--- src/rtl/rv_boot_pkg.sv ---
`default_nettype none
// ============================================================================
// Module      : rv_boot_pkg
// Description : Shared types and constants for the instruction-memory boot
//               loader (state encoding, word and header geometry).
// Revision    : 1.0 - initial release
// ============================================================================
package rv_boot_pkg;

    localparam int unsigned WORD_BYTES = 4;
    localparam int unsigned HDR_WIDTH  = 16;

    typedef enum logic [2:0] {
        HDR_LO  = 3'd0,
        HDR_HI  = 3'd1,
        DATA    = 3'd2,
        CSUM    = 3'd3,
        RELEASE = 3'd4,
        RUN     = 3'd5,
        ERROR   = 3'd6
    } boot_state_e;

endpackage
`default_nettype wire

--- src/rtl/imem_boot_loader_if.sv ---
`default_nettype none
// ============================================================================
// Module      : imem_boot_loader_if
// Description : Byte-stream input, instruction-memory write port and core
//               reset/status lines of the boot loader.
// Revision    : 1.0 - initial release
// ============================================================================
interface imem_boot_loader_if;

    logic        in_valid;
    logic [7:0]  in_data;
    logic        in_ready;
    logic        imem_we;
    logic [31:0] imem_addr;
    logic [31:0] imem_wdata;
    logic        core_rst;
    logic        done;
    logic        err;

    // master: the loader itself; slave: byte source, memory and core side
    modport master (
        input  in_valid, in_data,
        output in_ready, imem_we, imem_addr, imem_wdata, core_rst, done, err
    );

    modport slave (
        output in_valid, in_data,
        input  in_ready, imem_we, imem_addr, imem_wdata, core_rst, done, err
    );

endinterface
`default_nettype wire

--- src/rtl/imem_boot_loader_byte_packer.sv ---
`default_nettype none
// ============================================================================
// Module      : imem_boot_loader_byte_packer
// Description : Packs bytes LSB-first into 32-bit words; pulses o_word_valid
//               for one cycle with the registered word after the 4th byte.
// Revision    : 1.0 - initial release
// ============================================================================
module imem_boot_loader_byte_packer (
    input  wire logic        clk,
    input  wire logic        rst,
    input  wire logic        i_byte_valid,
    input  wire logic [7:0]  i_byte_data,
    output logic             o_lane_full,
    output logic             o_word_valid,
    output logic [31:0]      o_word
);

    logic [1:0]  r_idx_q, w_idx_d;
    logic [23:0] r_shreg_q, w_shreg_d;
    logic        r_word_valid_q, w_word_valid_d;
    logic [31:0] r_word_q, w_word_d;

    always_comb begin
        w_idx_d        = r_idx_q;
        w_shreg_d      = r_shreg_q;
        w_word_valid_d = 1'b0;
        w_word_d       = r_word_q;
        if (i_byte_valid) begin
            // Right shift leaves bytes 0..2 in [7:0],[15:8],[23:16] after three pushes
            w_shreg_d = {i_byte_data, r_shreg_q[23:8]};
            w_idx_d   = r_idx_q + 2'd1;
            if (r_idx_q == 2'd3) begin
                w_word_valid_d = 1'b1;
                w_word_d       = {i_byte_data, r_shreg_q};
            end
        end
    end

    always_ff @(posedge clk) begin
        if (rst) begin
            r_idx_q        <= 2'd0;
            r_shreg_q      <= 24'd0;
            r_word_valid_q <= 1'b0;
            r_word_q       <= 32'd0;
        end else begin
            r_idx_q        <= w_idx_d;
            r_shreg_q      <= w_shreg_d;
            r_word_valid_q <= w_word_valid_d;
            r_word_q       <= w_word_d;
        end
    end

    assign o_lane_full  = (r_idx_q == 2'd3);
    assign o_word_valid = r_word_valid_q;
    assign o_word       = r_word_q;

endmodule
`default_nettype wire

--- src/rtl/imem_boot_loader.sv ---
`default_nettype none
// ============================================================================
// Module      : imem_boot_loader
// Description : Loads a length-prefixed byte stream into instruction memory
//               while holding the core in reset, then releases it.
//               Optional trailing XOR checksum: IMEM_BOOT_CHECKSUM_EN.
// Revision    : 1.0 - initial release
// ============================================================================
module imem_boot_loader
    import rv_boot_pkg::*;
#(
    parameter int unsigned IMEM_WORDS     = 64,
    parameter logic [31:0] BASE_ADDR      = 32'h0000_0000,
    parameter int unsigned RELEASE_CYCLES = 4
) (
    input  wire logic          clk,
    input  wire logic          rst,
    imem_boot_loader_if.master bus
);

    localparam int unsigned          c_REL_W     = (RELEASE_CYCLES > 1) ? $clog2(RELEASE_CYCLES) : 1;
    localparam logic [c_REL_W-1:0]   c_REL_LAST  = c_REL_W'(RELEASE_CYCLES - 1);
    localparam logic [HDR_WIDTH-1:0] c_MAX_WORDS = HDR_WIDTH'(IMEM_WORDS);

    boot_state_e          r_state_q, w_state_d;
    logic                 r_in_ready_q, w_in_ready_d;
    logic [7:0]           r_hdr_lo_q, w_hdr_lo_d;
    logic [HDR_WIDTH-1:0] r_n_q, w_n_d;
    logic [HDR_WIDTH-1:0] r_word_cnt_q, w_word_cnt_d;
    logic [c_REL_W-1:0]   r_rel_cnt_q, w_rel_cnt_d;
    logic [31:0]          r_addr_q, w_addr_d;
    logic                 r_core_rst_q, w_core_rst_d;
    logic                 r_done_q, w_done_d;
    logic                 r_err_q, w_err_d;

    logic                 w_xfer, w_data_byte, w_lane_full, w_word_valid;
    logic [31:0]          w_word;
    logic [HDR_WIDTH-1:0] w_n_hdr;

    assign w_xfer      = bus.in_valid && r_in_ready_q;
    assign w_data_byte = w_xfer && (r_state_q == DATA);
    assign w_n_hdr     = {bus.in_data, r_hdr_lo_q};

    imem_boot_loader_byte_packer u_byte_packer (
        .clk          (clk),
        .rst          (rst),
        .i_byte_valid (w_data_byte),
        .i_byte_data  (bus.in_data),
        .o_lane_full  (w_lane_full),
        .o_word_valid (w_word_valid),
        .o_word       (w_word)
    );

`ifdef IMEM_BOOT_CHECKSUM_EN
    logic [7:0] r_csum_q, w_csum_d;
    assign w_csum_d = (w_xfer && (r_state_q != CSUM)) ? (r_csum_q ^ bus.in_data) : r_csum_q;
`endif

    always_comb begin
        w_state_d    = r_state_q;
        w_hdr_lo_d   = r_hdr_lo_q;
        w_n_d        = r_n_q;
        w_word_cnt_d = r_word_cnt_q;
        w_rel_cnt_d  = r_rel_cnt_q;
        w_core_rst_d = r_core_rst_q;
        w_done_d     = r_done_q;
        w_err_d      = r_err_q;
        // Address advances in the cycle after the write strobe it accompanied
        w_addr_d     = w_word_valid ? (r_addr_q + 32'(WORD_BYTES)) : r_addr_q;
        case (r_state_q)
            HDR_LO: if (w_xfer) begin
                w_hdr_lo_d = bus.in_data;
                w_state_d  = HDR_HI;
            end
            HDR_HI: if (w_xfer) begin
                w_n_d = w_n_hdr;
                if (w_n_hdr == '0) begin
                    w_state_d   = RELEASE;
                    w_rel_cnt_d = '0;
                end else if (w_n_hdr > c_MAX_WORDS) begin
                    w_state_d = ERROR;
                    w_err_d   = 1'b1;
                end else begin
                    w_state_d = DATA;
                end
            end
            DATA: if (w_xfer && w_lane_full) begin
                w_word_cnt_d = r_word_cnt_q + 1'b1;
                if (r_word_cnt_q == (r_n_q - 1'b1)) begin
`ifdef IMEM_BOOT_CHECKSUM_EN
                    w_state_d   = CSUM;
`else
                    w_state_d   = RELEASE;
                    w_rel_cnt_d = '0;
`endif
                end
            end
`ifdef IMEM_BOOT_CHECKSUM_EN
            CSUM: if (w_xfer) begin
                if (bus.in_data == r_csum_q) begin
                    w_state_d   = RELEASE;
                    w_rel_cnt_d = '0;
                end else begin
                    w_state_d = ERROR;
                    w_err_d   = 1'b1;
                end
            end
`endif
            RELEASE: begin
                if (r_rel_cnt_q == c_REL_LAST) begin
                    w_state_d    = RUN;
                    w_core_rst_d = 1'b0;
                    w_done_d     = 1'b1;
                end else begin
                    w_rel_cnt_d = r_rel_cnt_q + 1'b1;
                end
            end
            RUN, ERROR: ;
            default: w_state_d = ERROR;
        endcase
        w_in_ready_d = (w_state_d == HDR_LO) || (w_state_d == HDR_HI) ||
                       (w_state_d == DATA)   || (w_state_d == CSUM);
    end

    always_ff @(posedge clk) begin
        if (rst) begin
            r_state_q    <= HDR_LO;
            r_in_ready_q <= 1'b0;
            r_hdr_lo_q   <= 8'd0;
            r_n_q        <= '0;
            r_word_cnt_q <= '0;
            r_rel_cnt_q  <= '0;
            r_addr_q     <= BASE_ADDR;
            r_core_rst_q <= 1'b1;
            r_done_q     <= 1'b0;
            r_err_q      <= 1'b0;
        end else begin
            r_state_q    <= w_state_d;
            r_in_ready_q <= w_in_ready_d;
            r_hdr_lo_q   <= w_hdr_lo_d;
            r_n_q        <= w_n_d;
            r_word_cnt_q <= w_word_cnt_d;
            r_rel_cnt_q  <= w_rel_cnt_d;
            r_addr_q     <= w_addr_d;
            r_core_rst_q <= w_core_rst_d;
            r_done_q     <= w_done_d;
            r_err_q      <= w_err_d;
        end
    end

`ifdef IMEM_BOOT_CHECKSUM_EN
    always_ff @(posedge clk) begin
        if (rst) r_csum_q <= 8'd0;
        else     r_csum_q <= w_csum_d;
    end
`endif

    assign bus.in_ready   = r_in_ready_q;
    assign bus.imem_we    = w_word_valid;
    assign bus.imem_addr  = r_addr_q;
    assign bus.imem_wdata = w_word;
    assign bus.core_rst   = r_core_rst_q;
    assign bus.done       = r_done_q;
    assign bus.err        = r_err_q;

endmodule
`default_nettype wire
--- src/flat_wrapper.sv ---
// flat-port wrapper written by rule: the top's interface ports become plain ports
module imem_boot_loader_flat import rv_boot_pkg::*;
#(
    parameter int unsigned IMEM_WORDS     = 64,
    parameter logic [31:0] BASE_ADDR      = 32'h0000_0000,
    parameter int unsigned RELEASE_CYCLES = 4
)
  (clk, rst, bus_in_valid, bus_in_data, bus_in_ready, bus_imem_we, bus_imem_addr, bus_imem_wdata, bus_core_rst, bus_done, bus_err);
  imem_boot_loader_if bus_i ();
  input  wire logic clk;
  input  wire logic rst;
  input wire logic [$bits(bus_i.in_valid)-1:0] bus_in_valid;
  input wire logic [$bits(bus_i.in_data)-1:0] bus_in_data;
  output wire logic [$bits(bus_i.in_ready)-1:0] bus_in_ready;
  output wire logic [$bits(bus_i.imem_we)-1:0] bus_imem_we;
  output wire logic [$bits(bus_i.imem_addr)-1:0] bus_imem_addr;
  output wire logic [$bits(bus_i.imem_wdata)-1:0] bus_imem_wdata;
  output wire logic [$bits(bus_i.core_rst)-1:0] bus_core_rst;
  output wire logic [$bits(bus_i.done)-1:0] bus_done;
  output wire logic [$bits(bus_i.err)-1:0] bus_err;
  assign bus_i.in_valid = bus_in_valid;
  assign bus_i.in_data = bus_in_data;
  assign bus_in_ready = bus_i.in_ready;
  assign bus_imem_we = bus_i.imem_we;
  assign bus_imem_addr = bus_i.imem_addr;
  assign bus_imem_wdata = bus_i.imem_wdata;
  assign bus_core_rst = bus_i.core_rst;
  assign bus_done = bus_i.done;
  assign bus_err = bus_i.err;
  imem_boot_loader #(.IMEM_WORDS(IMEM_WORDS), .BASE_ADDR(BASE_ADDR), .RELEASE_CYCLES(RELEASE_CYCLES)) u_core (.clk(clk), .rst(rst), .bus(bus_i));
endmodule
--- config.mk ---
export PLATFORM = sky130hd
export DESIGN_NAME = imem_boot_loader_flat
export DESIGN_NICKNAME = d
export VERILOG_FILES = /design/src/rtl/rv_boot_pkg.sv /design/src/rtl/imem_boot_loader_if.sv /design/src/rtl/imem_boot_loader_byte_packer.sv /design/src/rtl/imem_boot_loader.sv /design/src/flat_wrapper.sv
export SDC_FILE = /design/constraint.sdc
export NUM_CORES = 1
export LEC_CHECK = 0
export CELL_PAD_IN_SITES_DETAIL_PLACEMENT = 2
export CELL_PAD_IN_SITES_GLOBAL_PLACEMENT = 2
export CORE_ASPECT_RATIO = 0.9
export CORE_MARGIN = 3
export CORE_UTILIZATION = 42
export DETAILED_ROUTE_END_ITERATION = 16
export DONT_BUFFER_PORTS = 1
export GPL_TIMING_DRIVEN = 0
export PLACE_DENSITY_LB_ADDON = 0.1
export SLEW_MARGIN = 40
export SYNTH_ARGS = -nofsm -noshare
export SYNTH_HDL_FRONTEND = slang
export SYNTH_HIERARCHICAL = 1
export SYNTH_SLANG_ARGS = --single-unit
--- constraint.sdc ---
create_clock -name clk -period 4.7 [get_ports clk]
set_clock_uncertainty 0.15 [all_clocks]
set_input_delay 1.175 -clock clk [delete_from_list [all_inputs] [get_ports clk]]
set_output_delay 1.175 -clock clk [all_outputs]
set_load 0.05 [all_outputs]
# --- Word level (Yosys, flattened, before mapping) ---
# Cells that the tools add are included.
# W data, S select, Z words.
word_totals:
  regBits: 140
  input_bits: 11
  out_inout_bits: 69
  elab_cells: 72
classes:
  add_sub_neg: 5
  magnitude_cmp: 1
  eq_ne: 16
  muxes: 15
  bitwise: 2
  reduce_logical: 19
ops:
  columns: ["op", "count"]
  rows:
  - ["$add A32 B3 Y32 const B", 1]
  - ["$mux W3", 7]
  - ["$add A16 B1 Y16 const B", 1]
  - ["$eq A16 B16 Y1", 1]
  - ["$gt A16 B7 Y1 const B", 1]
  - ["$logic_not A16 Y1", 1]
  - ["$sub A16 B1 Y16 const B", 1]
  - ["$pmux W3 S5", 1]
  - ["$mux W2", 5]
  - ["$reduce_and A2 Y1", 5]
  - ["$eq A3 B2 Y1 const B", 3]
  - ["$eq A3 B3 Y1 const B", 3]
  - ["$eq A3 B1 Y1 const B", 2]
  - ["$logic_not A3 Y1", 2]
  - ["$ne A2 B2 Y1 const B", 3]
  - ["$pmux W2 S3", 1]
  - ["$reduce_and A6 Y1", 1]
  - ["$add A2 B1 Y2 const B", 2]
  - ["$eq A2 B2 Y1 const B", 2]
  - ["$ne A2 B1 Y1 const B", 2]
  - ["$reduce_and A4 Y1", 1]
  - ["$reduce_or A2 Y1", 2]
  - ["$logic_and A1 B1 Y1", 3]
  - ["$logic_or A1 B1 Y1", 3]
  - ["other kinds (3)", 4]

# --- Longest topological paths before layout ---
# Gate-level depths: netlist of run 1.
logic_depth:
  ltp_word: 9
  depth_mapped: 9

# --- Hierarchy ---
# Netlist of run 1, hierarchy kept.
by_module_without_submodules:
  columns: ["module", "n_inst", "cells_per_inst", "area_per_inst_um2", "seq_area_each_um2"]
  rows:
  - ["imem_boot_loader", 1, 472, 3872.5, 1581.5]
  - ["imem_boot_loader_byte_packer", 1, 234, 2439.8, 1181.1]

# --- Worst setup path before layout of run 1 ---
# Ideal clock, no wire load.
synth_path:
  path_type: "input -> register"
  start: "in bus_in_data[2]"
  end: "reg u_core.r_in_ready_q, in the netlist u_core/bus.in_ready"
  setup_ps: 101
  arrival_ps: 2701
  slack_ps: 1748
  cell_stages: 6
  n_path_buf: 0
  path_cell_list: "or4_1 -> nor4_2 -> o21a_1 -> a21oi_1 -> or4_1 -> o41ai_1"
synth_between:
  elab_chain_len: 9
synth_lines:
  columns: ["element", "line", "text"]
  rows:
  - ["from (decl)", "flat_wrapper.sv:13", "input wire logic [$bits(bus_i.in_data)-1:0] bus_in_data;"]
  - ["$gt A16 B7 Y1", "imem_boot_loader.sv:80", "end else if (w_n_hdr > c_MAX_WORDS) begin"]
  - ["$mux W3", "imem_boot_loader.sv:80", null]
  - ["$mux W3 (*)", "imem_boot_loader.sv:77", "if (w_n_hdr == '0) begin"]
  - ["$mux W3 (*)", "imem_boot_loader.sv:75", "HDR_HI: if (w_xfer) begin"]
  - ["$pmux W3 S5 (*)", "imem_boot_loader.sv:70", "case (r_state_q)"]
  - ["$eq A3 B1 Y1 or $logic_not A3 Y1 (tied branches)", "imem_boot_loader.sv:121", "w_in_ready_d = (w_state_d == HDR_LO) || (w_state_d == HDR_HI) ||"]
  - ["$logic_or A1 B1 Y1 (2 in series)", "imem_boot_loader.sv:121", null]
  - ["$logic_or A1 B1 Y1 (*)", "imem_boot_loader.sv:122", "(w_state_d == DATA) || (w_state_d == CSUM);"]
  - ["to (signal assigned)", "imem_boot_loader.sv:139", "r_in_ready_q <= w_in_ready_d;"]
  - ["to (decl)", "imem_boot_loader.sv:26", "logic r_in_ready_q, w_in_ready_d;"]
# Every way passes the cells marked *; elsewhere a longest branch is shown, timed or not.
# A chain may end at the register's enable or synchronous reset.

# --- Worst setup path after layout of run 1 ---
layout_path:
  start: "reg u_core.r_in_ready_q, in the netlist u_core/bus.in_ready"
  end: "reg u_core.r_word_cnt_q[15]"
layout_between:
  elab_chain_len: 3
layout_lines:
  columns: ["element", "line", "text"]
  rows:
  - ["$logic_and A1 B1 Y1", "imem_boot_loader.sv:40", "assign w_xfer = bus.in_valid && r_in_ready_q;"]
  - ["$logic_and A1 B1 Y1", "imem_boot_loader.sv:87", "DATA: if (w_xfer && w_lane_full) begin"]
  - ["$reduce_and A2 Y1 (no source line)", null, null]
  - ["to (signal assigned)", "imem_boot_loader.sv:142", "r_word_cnt_q <= w_word_cnt_d;"]
  - ["to (decl)", "imem_boot_loader.sv:29", "logic [HDR_WIDTH-1:0] r_word_cnt_q, w_word_cnt_d;"]
# Every way passes these cells.

==> impl_metrics.toml, run 1 <==
[clock_tree]
cts_hold_buf = 0
insertion_delay_ps = 420
cts_tree = "yes"
clock_path_buffers = 2
post_cts_buffers = 0
h-tree-depth = 4
clock_sink_count = 138
clk_pin_slew_worst_paths_ps = 60
cts-root-buf = "clkbuf_16"
cts-buffers-inserted = 17
cts-resized-gates = 0

[place]
dp_slack_ps = 1400
io_buffer_count = 0
placed_cells = 900
dpl.hpwl_um = 14000
place.gp.congestion = 0.846

[floorplan]
die_h_um = 122
row_count = 41
die_w_um = 135
fp.coreArea_um2 = 14400
io_pins = 80
die-area_um2 = 16500
initial_utilization_pct = 43.9

[yosys]
syn_area_per_cell_um2 = 8.94
synth-seq-cells = 138
yosysWarningCount = 6
synthArstFlopShare_pct = 0
yosysSeqAreaShare_pct = 43.8
syn_area_um2 = 6310
synth-main-ff-cell = "dfxtp_1"
synth_area_leaders = "dfxtp_1, nor2_1, mux2i_1, xor2_1, a21bo_1"
synth_cells = 706
ys_types = 56
synth_top_area_cell = "dfxtp_1"
synth_edf_count = 0
netlist.area_leader.share_pct = 43.8

[global_route]
grt_usage_pct = 26.0
grt_overflow = 0
grt_first_pass_wirelength_um = 33500
grt_max_degree = 17
grt_antenna_before_repair = 0
grt_pass1_vias = 5939

[min_path]
hold_class = "reg2reg"

[sta]
slew_viol_final = 0
tns_ps = 0
setup_viol = 0
worst_pin_slew_ps = 815
timing.final.crit_share_pct = 62.2
fin_crit_ps = 2920
hold_violations = 0
grt_setup_unrepaired = "no"
setup_slack_ps = 1780
max_freq_mhz = 342
relSlewSlack_pct = 45.2

[worst_setup_path]
path_max_fanout = 5
cp.required_ps = 4830
cp-start-kind = "flop"
crit_type = "reg2reg"
arrival_ps = 3050
end_kind = "flop"

[drt]
drt-initial-drc-count = 272
ant_nets = 0
num_vias = 5266
dr.pass1.iters = 5
drcViolationCount = 0
wl_per_cell_um = 22.2
via_per_inst = 5.65
detail_route.wirelength_um = 20700

[power_and_ir_drop]
swShare_pct = 24.0
cellPowerDensity_nw_per_um2 = 391
power_leakage_uw = 0.00260
p_switching_uw = 674
comb_power_share_pct = 7.0
power_frac_clock_pct = 49.6
total_power_uw = 2800
ir_worst_vdd_uv = 260
p_int_uw = 2130
power_frac_seq_pct = 43.4

[cells_and_area]
num-fill-cells = 1576
area_growth_pct = 13.7
nNetsFinal = 742
antenna_cells = 0
drive_gt1_share_pct = 11.8
final_cells = 932

[run_status]
outcome = "complete, no violations"

[flow_run]
max_cap_violations = 0
stage by stage:
step,hold slack (ps),cell area [um2],utilization (%)
global placement,316,6560,45.7
floorplan,290,6320,-
global route,351,7170,49.9
finish,336,7170,49.9
CTS,332,7170,49.9
detailed placement,328,6560,45.7
power by group through the flow:
stage | clock network [uW] | logic (uW) | registers (uW)
final | 1390 | 197 | 1220
after global routing | 1480 | 216 | 1220
after CTS | 1420 | 194 | 1220
after detailed placement | 0 | 186 | 1240
after global placement | 0 | 174 | 1240
after floorplan | 0 | 143 | 1230
final timing paths:
check                                           from                      end  slack (ps)  cells after the start
worst min register to register  u_core/r_hdr_lo_q[4]          u_core/r_n_q[4]         340                      2
worst max register to register   u_core/bus.in_ready  u_core/r_word_cnt_q[15]        1780                      7
worst max-delay path             u_core/bus.in_ready  u_core/r_word_cnt_q[15]        1780                      7
worst min-delay path            u_core/r_hdr_lo_q[4]          u_core/r_n_q[4]         340                      2
layout make-up:
| class | instances | area (um2) | area share [%] |
|---|---|---|---|
| Sequential cell | 138 | 2760 | 38.5 |
| Multi-Input combinational cell | 511 | 3240 | 45.2 |
| Tap cell | 193 | 241 | 3.37 |
| Clock buffer | 21 | 470 | 6.56 |
| Inverter | 8 | 30.0 | 0.419 |
| Buffer | 50 | 285 | 3.98 |
| Clock inverter | 11 | 144 | 2.01 |
metal layers:
metal | vias to the layer above | track usage, % | share of wire (%)
met5 | - | 0 | 0
met4 | 0 | 6.23 | 1.1
met3 | 17 | 7.30 | 5.7
met2 | 112 | 45.9 | 51
met1 | 2668 | 31.5 | 42
li1 | 2469 | - | -
registers in the layout, indices dropped and copies added (netlist names), 2 cells and up:
| register | flops |
|---|---|
| u_core/r_word_cnt_q | 16 |
| u_core/u_byte_packer/r_idx_q | 2 |
| u_core/r_state_q | 3 |
| u_core/bus.imem_addr | 30 |
| u_core/r_rel_cnt_q | 2 |
| u_core/u_byte_packer/o_word | 32 |
| u_core/r_hdr_lo_q | 8 |
| u_core/u_byte_packer/r_shreg_q | 24 |
| u_core/r_n_q | 16 |
worst max-delay path, cell delays in order (launching register included):
cell and delay, ps:
dfxtp_1 690, and3_1 330, and2_1 220, nand2_1 180, nor4_1 760, nand3_1 200, xor2_1 190, nor2_1 60
synth_stat cells (6+ instances only):
library cell and instances:
dfxtp_1 138, nor2_1 95, nand2_1 60, nand3_1 52, a21oi_1 45, xor2_1 39, mux2i_1 35, a21bo_1 31
xnor2_1 22, clkbuf_1 21, a21oi_2 17, o21ai_0 15, buf_2 14, nand4_1 10, and3_1 9, buf_6 9
or3_1 9, inv_1 8, nor3_1 7, and2_1 6, nor4_1 6
layout by cell type (no fill, tap or decap), types with 4 or more instances in the layout:
master / instances
ha_1: 5
nand3_1: 52
or3_1: 9
clkbuf_16: 17
buf_2: 14
inv_1: 8
clkbuf_1: 22
nand2_1: 60
nor3_1: 7
clkinv_2: 4
a21bo_1: 31
and3_1: 9
o21ai_0: 15
mux2i_1: 35
xor2_1: 39
nor4_1: 6
nand4b_1: 4
nor2_1: 94
a21oi_1: 45
dfxtp_1: 138
and2_1: 6
buf_6: 9
xnor2_1: 22
nand4_1: 10
and4_1: 5
a21oi_2: 17
cell families (layout without fill, tap and decap cells):
kind of cell / count (synthesis) / count (layout) / share of synthesized area, %
adders and majority gates: 5 / 5 / 0.991
xor gates and xnor gates: 61 / 61 / 8.46
and+or+nand+nor: 282 / 282 / 21.8
muxes: 36 / 36 / 5.73
DFF: 138 / 138 / 43.8
AOI/OAI and AO/OA: 125 / 125 / 14.2
buffers and inverters: 58 / 90 / 5.00
other: 1 / 2 / 0.0594
No activity file was read; power rests on OpenSTA's default activity.
==> inputs of run 2 (changes only) <==
--- a/config.mk
+++ b/config.mk
@@ -9,7 +9,7 @@
 export CELL_PAD_IN_SITES_GLOBAL_PLACEMENT = 2
 export CORE_ASPECT_RATIO = 0.9
 export CORE_MARGIN = 3
-export CORE_UTILIZATION = 42
+export CORE_UTILIZATION = 35
 export DETAILED_ROUTE_END_ITERATION = 16
 export DONT_BUFFER_PORTS = 1
 export GPL_TIMING_DRIVEN = 0
==> constraint.sdc (replaced) <==
create_clock -name clk -period 2.47 [get_ports clk]
set_clock_uncertainty 0.15 [all_clocks]
set_input_delay 0.6175 -clock clk [delete_from_list [all_inputs] [get_ports clk]]
set_output_delay 0.6175 -clock clk [all_outputs]
set_load 0.05 [all_outputs]
==> impl_metrics.toml, run 2 (same netlist as run 1, synthesis figures left out) <==
[worst_setup_path]
arrival_ps = 2560
crit_type = "reg2reg"
cp.required_ps = 2610
end_kind = "flop"
cpMaxStageDelayCell = "dfxtp_1"
path_max_fanout = 8
cp_cell_sequence = "nor3_4 > nand4b_1 > buf_4 > o31a_1 > nor3_4 > o2111ai_4 > nor2_4 > o41ai_2"
max_stage_delay_ps = 420
cp-start-kind = "flop"
path_common_cell = "nor3_4"

[cells_and_area]
nNetsFinal = 748
area_growth_pct = 18.1
layout_common_cells = "dfxtp_1, nor2_1, nand2_1"
antenna_cells = 0
multi_input_area_um2 = 3370
layout_commonest_cell = "dfxtp_1"
regArea_um2 = 2810
drive_gt1_share_pct = 17.6
num-fill-cells = 1872
fin_util_pct = 43.1
largest_register_ff_count = 32

[drt]
dr.pass1.iters = 4
drcViolationCount = 0
detail_route.wirelength_um = 19700
wl_per_cell_um = 20.1
via_per_inst = 5.25
drt-initial-drc-count = 206
num_vias = 5148
ant_nets = 0

[clock_tree]
clock_sink_count = 138
cts_tree = "yes"
cts-buffers-inserted = 17
h-tree-depth = 4
clk_pin_slew_worst_paths_ps = 60
clock_path_buffers = 2
cts-root-buf = "clkbuf_16"
cts_hold_buf = 0
insertion_delay_ps = 420

[run_status]
outcome = "complete, no violations"

[global_route]
grt_max_degree = 17
grt_antenna_before_repair = 0
grt_overflow = 0
grt_pass1_vias = 5564
grt_usage_pct = 20.0
grt_first_pass_wirelength_um = 31300

[sta]
grt_setup_unrepaired = "yes"
max_freq_mhz = 412
slew_viol_final = 0
relSlewSlack_pct = 52.1
setup_slack_ps = 45.3
hold_violations = 0
worst_pin_slew_ps = 718
fin_crit_ps = 2420
setup_viol = 0
timing.final.crit_share_pct = 98.2

[floorplan]
io_pins = 80
initial_utilization_pct = 36.5
row_count = 45
fp.coreArea_um2 = 17300
die-area_um2 = 19700
die_w_um = 148
die_h_um = 133

[place]
io_buffer_count = 0
dpl.hpwl_um = 13700
place.gp.congestion = 0.825
dp_slack_ps = -417

[flow_run]
max_cap_violations = 0

[min_path]
hold_class = "in2reg"

[power_and_ir_drop]
power_leakage_uw = 0.00270
ir_worst_vdd_uv = 504
cellPowerDensity_nw_per_um2 = 712
run 2: cell types whose count changed in the layout (fill, tap and decap cells not counted), moves of 4 or more:
cell,delta
buf_4,+9
clkbuf_1,-4
dfxtp_1,-17
dfxtp_2,+6
dfxtp_4,+11
inv_6,+4
o21ai_0,-4
o21ai_1,+4
run 2: metrics by stage:
stage | TNS (ps) | total power, uW | cell area, um2 | instances | hold slack, ps
after floorplan | 0 | 2620 | 6320 | 707 | 290
final | 0 | 5310 | 7450 | 980 | 187
after CTS | 0 | 5360 | 7320 | 975 | 165
after global routing | -385 | 5530 | 7450 | 980 | 182
after detailed placement | -7440 | 2720 | 6610 | 942 | 321
after global placement | -5150 | 2700 | 6610 | 942 | 314
run 2: path summary, 6_finish.rpt:
path | start | to | slack [ps] | depth (start not counted)
worst min register to register | u_core/r_hdr_lo_q[3] | u_core/r_n_q[3] | 320 | 2
worst max register to register | u_core/r_n_q[2] | u_core/bus.in_ready | 50 | 8
worst min-delay path | bus_in_data[0] | u_core/r_n_q[8] | 190 | 2
worst max-delay path | u_core/r_n_q[2] | u_core/bus.in_ready | 50 | 8
run 2: final cells by class:
| class | count | share of cell area, % |
|---|---|---|
| Multi-Input combinational cell | 511 | 45.2 |
| Sequential cell | 138 | 37.7 |
| Clock buffer | 18 | 5.89 |
| Tap cell | 235 | 3.94 |
| Buffer | 47 | 3.68 |
| Clock inverter | 14 | 2.18 |
| Timing Repair Buffer | 9 | 0.906 |
| Inverter | 8 | 0.436 |
run 2: timing repair:
item | CTS | global route
pin swaps | 5 | 6
endpoints found under the setup margin | 41 | 26
setup buffers | 2 | 7
gates resized for setup | 31 | 30
run 2: critical path: cells and delay by family, from the launching register on:
kind            cells  cell delay [ps]
buf+inv             1              180
compound gates      3              620
flops               1              420
simple gates        4              910
run 2: where the power goes:
group | leakage, uW | switching [uW] | total (uW) | internal, uW
clock | 0.000294 | 1060 | 2600 | 1540
sequential | 0.00112 | 51.9 | 2300 | 2250
combinational | 0.00128 | 260 | 406 | 146
run 2: routing by layer:
metal	vias up	part of all wire (%)	track usage [%]
met5	-	0	0
met4	0	1.3	4.66
met3	21	4.2	5.75
met2	79	50	34.3
met1	2569	45	24.9
li1	2479	-	-
==> inputs of run 3 (changes only) <==
--- a/config.mk
+++ b/config.mk
@@ -9,12 +9,12 @@
 export CELL_PAD_IN_SITES_GLOBAL_PLACEMENT = 2
 export CORE_ASPECT_RATIO = 0.9
 export CORE_MARGIN = 3
-export CORE_UTILIZATION = 35
+export CORE_UTILIZATION = 23
+export CTS_CLUSTER_DIAMETER = 100
 export DETAILED_ROUTE_END_ITERATION = 16
 export DONT_BUFFER_PORTS = 1
 export GPL_TIMING_DRIVEN = 0
 export PLACE_DENSITY_LB_ADDON = 0.1
-export SLEW_MARGIN = 40
 export SYNTH_ARGS = -nofsm -noshare
 export SYNTH_HDL_FRONTEND = slang
 export SYNTH_HIERARCHICAL = 1
==> impl_metrics.toml, run 3 (same netlist as run 1, synthesis figures left out) <==
[power_and_ir_drop]
p_switching_uw = 1330
total_power_uw = 5560
power_frac_clock_pct = 51.6
power_frac_seq_pct = 41.5
p_int_uw = 4230
ir_worst_vdd_uv = 522
cellPowerDensity_nw_per_um2 = 731
comb_power_share_pct = 6.9
power_leakage_uw = 0.00270
swShare_pct = 23.9

[worst_setup_path]
cp-start-kind = "flop"
cpMaxStageDelayCell = "or3b_4"
path_buf_inv = 1
critPathTopFamily = "simple AND/OR/NAND/NOR gates"
crit_type = "reg2reg"
path_max_fanout = 6
max_stage_delay_ps = 420
reg2reg_setup_slack_ps = 60
cp.required_ps = 2600
end_kind = "flop"
arrival_ps = 2540
cp_cell_sequence = "inv_2 > ha_4 > or3b_4 > nor4_4 > xnor2_1 > nor3_2 > o2111ai_4 > nor2_4 > o41ai_2"

[global_route]
grt_first_pass_wirelength_um = 33200
grt_antenna_before_repair = 0
grt_usage_pct = 14.2
grt_overflow = 0
grt_max_degree = 17
grt_pass1_vias = 5665

[sta]
timing.final.crit_share_pct = 97.8
slew_viol_final = 0
hold_violations = 0
setup_viol = 0
relSlewSlack_pct = 52.3
max_freq_mhz = 414
fin_crit_ps = 2410
setup_slack_ps = 55.4
grt_setup_unrepaired = "yes"
worst_pin_slew_ps = 715

[clock_tree]
h-tree-depth = 4
cts-buffers-inserted = 17
insertion_delay_ps = 410
clk_pin_slew_worst_paths_ps = 60
clock_sink_count = 138
cts_tree = "yes"
clock_path_buffers = 2
cts-root-buf = "clkbuf_16"

[floorplan]
fp.coreArea_um2 = 26600
die_w_um = 181
die_h_um = 163
die-area_um2 = 29500
io_pins = 80
row_count = 56
initial_utilization_pct = 23.8

[drt]
num_vias = 5111
ant_nets = 0
drcViolationCount = 0
dr.pass1.iters = 4
detail_route.wirelength_um = 20300
drt-initial-drc-count = 154
wl_per_cell_um = 18.6
via_per_inst = 4.69

[cells_and_area]
layout_commonest_cell = "dfxtp_1"
nNetsFinal = 743
drive_gt1_share_pct = 17.2
layout_common_cells = "dfxtp_1, nor2_1, nand2_1"
area_growth_pct = 20.4
largest_register_ff_count = 32
final_cells = 1089
final_area_um2 = 7600

[place]
placed_cells = 1055
dpl.hpwl_um = 15300
place_area_um2 = 6750
io_buffer_count = 0
place.gp.congestion = 0.756
dp_slack_ps = -524

[run_status]
outcome = "complete, no violations"

[flow_run]
max_cap_violations = 0

[min_path]
hold_class = "in2reg"
==> run 3: final cells by class <==
type,instances,area [um2]
fillers,2943,19000
repair buffers,5,37.5
well taps,348,435
multi-input cells,511,3350
flip-flops and latches,138,2810
clock inverters,12,211
diodes,1,2.50
inverters,8,30.0
clock buffers,20,447
plain buffers,46,272
==> run 3: what timing repair did <==
action                                  CTS  global route
endpoints found under the setup margin   42            26
resized for setup                        40            19
pin swaps                                 6             6
hold buffers                              0             0
setup buffers                             2             3
==> run 3: power by group through the flow <==
| stage | registers, uW | clock network, uW | logic, uW |
|---|---|---|---|
| 3_5_place_dp | 2360 | 0 | 363 |
| 4_1_cts | 2310 | 3000 | 383 |
| 5_1_grt | 2310 | 3080 | 426 |
| 2_1_floorplan | 2350 | 0 | 272 |
| 6_report | 2300 | 2870 | 383 |
| 3_3_place_gp | 2360 | 0 | 352 |
==> run 3: per-stage QoR <==
stage	TNS (ps)	hold WS, ps	utilization [%]
2_1_floorplan	0	290	-
3_3_place_gp	-8310	320	25.4
3_5_place_dp	-10500	316	25.4
4_1_cts	0	163	28.3
5_1_grt	-246	187	28.6
6_report	0	189	28.6
==> run 3: worst paths after layout <==
kind | endpoint | cells past startpoint | startpoint
max | u_core/bus.in_ready | 9 | u_core/r_n_q[0]
min | u_core/r_n_q[11] | 2 | bus_in_data[3]
max reg2reg | u_core/bus.in_ready | 9 | u_core/r_n_q[0]
min reg2reg | u_core/r_n_q[15] | 2 | u_core/r_n_q[15]
==> run 3: per-layer routing <==
layer	vias to the layer above	share of wire [%]	wire length, um	track usage [%]
li1	2469	-	-	-
met1	2572	47	9610	18.3
met2	60	48	9640	23.7
met3	10	4.6	938	4.65
met4	0	0.50	101	2.41
met5	-	0	0	0
